<file path="src/rtl/operand_loader_pkg.sv">
// rtl/operand_loader_pkg.sv - shared encodings for the operand loader
package operand_loader_pkg;

  localparam int BITS_DEF = 32;
  localparam int SWW_DEF  = 8;

  typedef enum logic [1:0] {
    ENTER = 2'd0,
    LOAD  = 2'd1,
    FIRE  = 2'd2,
    WAIT  = 2'd3
  } state_t;

  localparam int BTN_ENTER  = 0;
  localparam int BTN_NEXT   = 1;
  localparam int BTN_START  = 2;
  localparam int BTN_CLEAR  = 3;
  localparam int BTN_UNUSED = 4;

  localparam logic [1:0] SEL_M = 2'd0;
  localparam logic [1:0] SEL_E = 2'd1;
  localparam logic [1:0] SEL_N = 2'd2;

  // Operand select steps M -> E -> N -> M.
  function automatic logic [1:0] next_sel(input logic [1:0] s);
    return (s == SEL_N) ? SEL_M : s + 2'd1;
  endfunction

endpackage

</file>
<file path="src/rtl/operand_loader_btn_edge.sv">
// rtl/operand_loader_btn_edge.sv - button history register and rising-edge pulses
module operand_loader_btn_edge #(
  parameter int W = 5
) (
  input  logic         clk,
  input  logic         reset,
  input  logic [W-1:0] btns,
  output logic [W-1:0] rise
);

  logic [W-1:0] btns_q;

  // Remember last cycle's button levels so a held press fires only once.
  always_ff @(posedge clk or posedge reset) begin
    if (reset) btns_q <= '0;
    else       btns_q <= btns;
  end

  assign rise = btns & ~btns_q;

endmodule

</file>
<file path="src/rtl/operand_loader.sv">
// rtl/operand_loader.sv - switch/button front-end that builds M/E/N and launches the engine
module operand_loader
  import operand_loader_pkg::*;
#(
  parameter int BITS = BITS_DEF,
  parameter int SWW  = SWW_DEF
) (
  input  logic            clk,
  input  logic            reset,
  input  logic [SWW-1:0]  db_sw,
  input  logic [4:0]      db_btns,
  input  logic            done,
  output logic [BITS-1:0] M,
  output logic [BITS-1:0] E,
  output logic [BITS-1:0] N,
  output logic            load,
  output logic            go,
  output logic [1:0]      sel,
  output logic [1:0]      byte_idx,
  output logic            busy,
  output logic            err
);

  localparam int NBYTES = BITS / SWW;
  localparam logic [1:0] LAST_IDX = 2'(NBYTES - 1);

  logic [4:0]      rise;
  logic            unused_btn;
  state_t          state, state_n;
  logic [BITS-1:0] m_n, e_n, n_n;
  logic [1:0]      sel_n, idx_n;
  logic            busy_n, err_n;

  operand_loader_btn_edge #(.W(5)) u_btn_edge (
    .clk   (clk),
    .reset (reset),
    .btns  (db_btns),
    .rise  (rise)
  );

  assign unused_btn = rise[BTN_UNUSED];

  // State and operand registers; everything returns to idle on reset.
  always_ff @(posedge clk or posedge reset) begin
    if (reset) begin
      state    <= ENTER;
      M        <= '0;
      E        <= '0;
      N        <= '0;
      sel      <= SEL_M;
      byte_idx <= 2'd0;
      busy     <= 1'b0;
      err      <= 1'b0;
    end else begin
      state    <= state_n;
      M        <= m_n;
      E        <= e_n;
      N        <= n_n;
      sel      <= sel_n;
      byte_idx <= idx_n;
      busy     <= busy_n;
      err      <= err_n;
    end
  end

  // Next-state and strobes; clear wins, then start, next, enter.
  always_comb begin
    state_n = state;
    m_n     = M;
    e_n     = E;
    n_n     = N;
    sel_n   = sel;
    idx_n   = byte_idx;
    busy_n  = busy;
    err_n   = err;
    load    = 1'b0;
    go      = 1'b0;

    if (rise[BTN_CLEAR]) begin
      state_n = ENTER;
      m_n     = '0;
      e_n     = '0;
      n_n     = '0;
      sel_n   = SEL_M;
      idx_n   = 2'd0;
      busy_n  = 1'b0;
      err_n   = 1'b0;
    end else begin
      case (state)
        ENTER: begin
          if (rise[BTN_START]) begin
            // An even modulus (zero included) cannot be used by Montgomery reduction.
            if (N[0]) begin
              err_n   = 1'b0;
              state_n = LOAD;
            end else begin
              err_n = 1'b1;
            end
          end else if (rise[BTN_NEXT]) begin
            sel_n = next_sel(sel);
            idx_n = 2'd0;
          end else if (rise[BTN_ENTER]) begin
            case (sel)
              SEL_M:   m_n = {M[BITS-SWW-1:0], db_sw};
              SEL_E:   e_n = {E[BITS-SWW-1:0], db_sw};
              default: n_n = {N[BITS-SWW-1:0], db_sw};
            endcase
            if (byte_idx == LAST_IDX) begin
              idx_n = 2'd0;
              sel_n = next_sel(sel);
            end else begin
              idx_n = byte_idx + 2'd1;
            end
          end
        end
        LOAD: begin
          load    = 1'b1;
          busy_n  = 1'b1;
          state_n = FIRE;
        end
        FIRE: begin
          go      = 1'b1;
          state_n = WAIT;
        end
        WAIT: begin
          if (done) begin
            busy_n  = 1'b0;
            state_n = ENTER;
          end
        end
        default: state_n = ENTER;
      endcase
    end
  end

endmodule

</file>
<file path="config.mk">
export PLATFORM = sky130hd
export DESIGN_NAME = operand_loader
export DESIGN_NICKNAME = d
export VERILOG_FILES = /design/src/rtl/operand_loader_pkg.sv /design/src/rtl/operand_loader_btn_edge.sv /design/src/rtl/operand_loader.sv
export SDC_FILE = /design/constraint.sdc
export NUM_CORES = 1
export LEC_CHECK = 0
export ABC_CLOCK_PERIOD_IN_PS = 9600
export CORE_ASPECT_RATIO = 1.2
export CORE_MARGIN = 4
export CORE_UTILIZATION = 54
export CTS_BUF_LIST = sky130_fd_sc_hd__clkbuf_4
export DETAILED_ROUTE_END_ITERATION = 16
export MAX_ROUTING_LAYER = met4
export PLACE_DENSITY = 0.95
export SYNTH_ARGS = -nofsm -noshare
export SYNTH_HDL_FRONTEND = slang
export SYNTH_SLANG_ARGS = --single-unit
</file>
<file path="constraint.sdc">
create_clock -name clk -period 9.6 [get_ports clk]
set_input_delay 2.88 -clock clk [delete_from_list [all_inputs] [get_ports clk]]
set_output_delay 2.88 -clock clk [all_outputs]
set_load 0.005 [all_outputs]
</file>
=== Word level (Yosys, flattened, before mapping) ===
Cells that the tools add are included.

* Multiply operators: 0
* Muxes and demuxes: 47
* Div/mod/pow operators: 0
* Reduce and logical (&&, ||, !) cells: 19
* $lt $le $gt $ge: 0
* Add/subtract/negate cells: 2
* Bitwise logic cells: 2
* Shifts and indexed selects: 0
* Eq/ne operators: 12

{| class="wikitable"
|+ Operator list
! operator !! count
|-
| 32-bit two-way mux || 18
|-
| 2-bit two-way mux || 17
|-
| 5-bit AND reduction || 3
|-
| 1-bit two-way mux || 10
|-
| 2-bit nonzero test || 5
|-
| 3-bit != test, second input constant || 3
|-
| 3-bit nonzero test || 3
|-
| 2-bit == test, second input constant || 4
|-
| 2-bit case mux with 4 select lines || 1
|-
| 2-bit by 1-bit != test with 1-bit output, second input constant || 3
|-
| 3-bit AND reduction || 2
|-
| 2-bit by 1-bit adder with 2-bit output, second input constant || 2
|-
| 4-bit bitwise AND || 1
|-
| 2-bit by 1-bit == test with 1-bit output, second input constant || 2
|-
| 2-bit zero test || 2
|-
| 4-bit NOT || 1
|-
| 2-bit AND reduction || 2
|-
| 4-bit AND reduction || 1
|-
| 1-bit case mux with 2 select lines || 1
|-
| 2-bit OR reduction || 1
|}

* Output and inout port bits: 104
* Input bits: 16
* Flip-flop bits (word level): 108
* Memory bits (read-only): 0
* Logic and storage cells: 91
* Memory bits (writable): 0
* Memories kept: 0
* Bits in latches: 0

=== Logic depth before layout (Yosys ltp) ===
* Depth after elaboration: 8
* Mapped depth: 8
* Gate-level depth less buffers: 5

=== By module ===
A second synthesis with hierarchy kept.

* Cell total of the unflattened synthesis: 386
* Area total of the unflattened synthesis: 4889.7 um^2

{| class="wikitable"
|+ By module, submodules not included
! module !! cells an instance !! area each (um^2) !! sequential area each (um^2) !! instances
|-
| operand_loader || 375 || 4692.0 || 2602.5 || 1
|-
| operand_loader_btn_edge || 11 || 197.7 || 125.1 || 1
|}

=== Least setup slack after synthesis ===
Ideal clock, no wire load.

* Path type: in2out
* Start: in db_btns[3]
* End: out go
* Data required time: 6.720 ns
* Slack: 3.037 ns
* Stages: 4
* Data arrival time: 3.683 ns
* Cell sequence: nand2b_1 > clkbuf_1 > clkbuf_1 > and2_1

* Cells in the longest elaborated chain, start to end: 2

{| class="wikitable"
|+ RTL lines
! item !! RTL line !! source
|-
| start: declaration || operand_loader.sv:11 || <nowiki>input logic [4:0] db_btns,</nowiki>
|-
| 4-bit bitwise AND || operand_loader_btn_edge.sv:19 || <nowiki>assign rise = btns & ~btns_q;</nowiki>
|-
| 1-bit two-way mux || operand_loader.sv:79 || <nowiki>if (rise[BTN_CLEAR]) begin</nowiki>
|-
| end: declaration || operand_loader.sv:17 || <nowiki>output logic go,</nowiki>
|}

No other way between the ends.

=== Worst setup path after layout ===
Ends and elaborated chain as after synthesis.

==> summary.md <==
| Metric | Value |
|---|---|
| Die Height | `108.2 um` |
| Initial antenna violation count | `0` |
| TritonCTS clock tree | `built` |
| Area leader, netlist | `dfrtp_1` |
| Crit end category | `output port` |
| Status | `complete, no violations` |
| Min Tclk post-route | `6973 ps` |
| Clock root cell | `clkbuf_4` |
| Rows | `36` |
| Flops & latches, synth | `108` |
| Crit path buf inv count | `2` |
| CP startpoint kind | `input port` |
| Pre-Repair DR Iteration Count | `4` |
| Core Region | `8153 um2` |
| Crit Path Category | `in2out` |
| CP arrival | `4090 ps` |
| Crit path cell chain | `clkdlybuf4s50_1 > nand2b_4 > and2_1 > clkdlybuf4s50_1` |
| R2r setup slk | `7190 ps` |
| Max-cap viol count | `0` |
| Starting Density | `55.45%` |
| Synth Area in Compound Gates | `1.827%` |
| Die width | `91.53 um` |
| Antenna viol nets, final | `0` |
| RSZ-0062 raised after global routing | `false` |
| VDD IR-drop max | `115.8 uV` |
| Skew final | `16.83 ps` |
| Mux contribution to synthesized area | `21.48%` |
| Post-Synth Simple-Gate Area | `12.21%` |
| Cells after synthesis | `382` |
| Clk sinks | `108` |
| DRT iter0 DRCs | `167` |
| Xor-xnor portion of the synthesized cell area | `0%` |
| Vias in the first global route | `3334` |
| Hold_buf cts | `0` |
| Tot GR Track Use | `22.92%` |
| Worst hold path class | `reg2reg` |
| Pwr dens | `152.7 nW/um2` |
| Least-Margin Pin Slew | `1050 ps` |
| # resized after CTS | `0` |
| Num CTS Buffers | `9` |
| Largest net degree at the start of global routing | `111` |
| Commonest non-fill, non-tap cell in the layout | `clkdlybuf4s50_1` |
| Die area | `9906 um2` |
| Leakage power | `3.050 nW` |
| Final net count | `512` |
| Io pins | `120` |
| Top cells by area, synth | `dfrtp_1, mux2i_1, nand2_1, ha_1, buf_4` |
| Setup Buffers After CTS | `0` |
| # DRC | `0` |
| Clk_lat worst skew | `450 ps` |
| DP HPWL | `7452 um` |
| DR vias | `3211` |
| Post-synthesis adder-cell area fraction | `1.384%` |
| CP top delay family | `buffers and inverters` |
| Layout cells sized above 1 | `4.646%` |
| CP dominant cell by count | `clkdlybuf4s50_1` |
| CP max stage cell | `clkdlybuf4s50_1` |
| Worst-path fanout max | `3` |
| Slew HR | `30.02%` |
| Vias per inst | `5.273` |
| WL/cell | `17.32 um` |
| Synthesis Warnings | `0` |
| Fill cells | `577` |
| Largest family of logic cells by synthesized area | `multiplexers` |
| Share of the synthesized area in the top cell type | `59.78%` |
| Fin Setup TNS | `0 ps` |
| Area growth, synth to finish | `30.42%` |
| Mean post-synth cell area | `11.83 um2` |
| CP peak stage delay | `540 ps` |
| Hold Worst Slack | `537.9 ps` |
| Final hold viol count | `0` |
| Global-route wire length before repair | `17000 um` |
| Fmax | `0.1434 GHz` |
| Tcrit/Tclk final | `72.64%` |
| Data required, critical path | `6720 ps` |
| Clock Pin Slew Worst Setup and Hold Paths | `150 ps` |
| H-tree levels | `3` |
| Max Transition Viols Final | `0` |
| Synthesized cell area | `4521 um2` |
| Post-synthesis sequential area ratio | `59.78%` |
| Count of final setup violators | `0` |
| Final Wtd Congestion | `0.8073` |
| Commonest non-fill, non-tap cells in the layout | `clkdlybuf4s50_1, dfrtp_1, nand2_1` |
| Max Buffers Root-to-Sink | `2` |
| Syn_nets | `403` |
| GRT Residual Overflow | `0` |
| Netlist cell types | `24` |
| Routed wire length | `10550 um` |
| Port bufs | `118` |
| Antenna diode count | `0` |
worst paths after layout:
kind,startpoint,cells past startpoint,to
max in group asynchronous,reset,3,E[7]
setup / recovery,db_btns[3],4,go
hold / removal,M[27],2,M[27]
min in group asynchronous,reset,2,M[28]
setup reg to reg,state[0],5,E[22]
hold reg to reg,M[27],2,M[27]
per-layer routing:
metal / global-route usage [%] / routed length (um) / vias up
li1: - / - / 1497
met1: 27.92 / 4302 / 1613
met2: 37.81 / 5549 / 85
met3: 4.315 / 433 / 16
met4: 9.483 / 261 / 0
met5: - / 0 / -
synthesized netlist by cell type:
cell type,number
a21oi_1,1
a22oi_1,2
and2_1,3
and3b_1,1
and4bb_1,1
buf_1,1
buf_4,7
buf_6,3
clkbuf_1,11
dfrtp_1,108
ha_1,5
inv_1,5
mux2i_1,97
nand2_1,109
nand2_2,1
nand2b_1,4
nand3_1,3
nor2_1,6
nor2b_1,4
nor2b_2,1
o211ai_1,3
o21ai_0,3
o21bai_1,1
o2bb2ai_1,2
layout make-up:
type / count / area (um2) / area share [%]
clock buffer: 10 / 75.07 / 1.273
clock inverter: 5 / 77.57 / 1.316
inverter: 5 / 21.27 / 0.3608
multi-input combinational: 247 / 1680 / 28.50
sequential: 108 / 2703 / 45.84
tap: 114 / 142.6 / 2.419
timing repair buffer: 120 / 1196 / 20.29
flip-flops by register name, summed over array words and instances, names as in the netlist:
| name | cells |
|---|---|
| u_btn_edge.btns_q | 4 |
| err | 1 |
| M | 32 |
| sel | 2 |
| E | 32 |
| byte_idx | 2 |
| state | 2 |
| busy | 1 |
| N | 32 |
metrics by stage:
stage	worst slack, ps	area (um2)	instances	utilization (%)	power [W]
after floorplan	3037	4521	382	-	0.0005877
after global placement	2633	5743	594	70.44	0.0006505
after detailed placement	2627	5743	594	70.44	0.0006591
after CTS	2624	5896	609	72.31	0.0009042
after global routing	2562	5896	609	72.31	0.0009434
final	2627	5896	609	72.31	0.0009004
power breakdown:
part	internal, W	switching, W
Combinational	0.0000767	0.0000793
Sequential	0.000477	0.0000178
Clock	0.000107	0.000143
Total	0.000660	0.000240
worst register-to-register path: stages, from the launching register on:
cell,delay [ps]
dfrtp_1,450
inv_1,100
ha_1,250
and4bb_1,400
and2_1,820
mux2i_1,300
cell families (layout without fill, tap and decap cells):
group                      Yosys count  in the layout
AOI/OAI and AO/OA                   12             12
muxes                               97             97
and+or+nand+nor                    133            133
buffers and inverters               27            140
adders and majority gates            5              5
DFF                                108            108
Note: power is estimated with default switching activity, not from simulation.
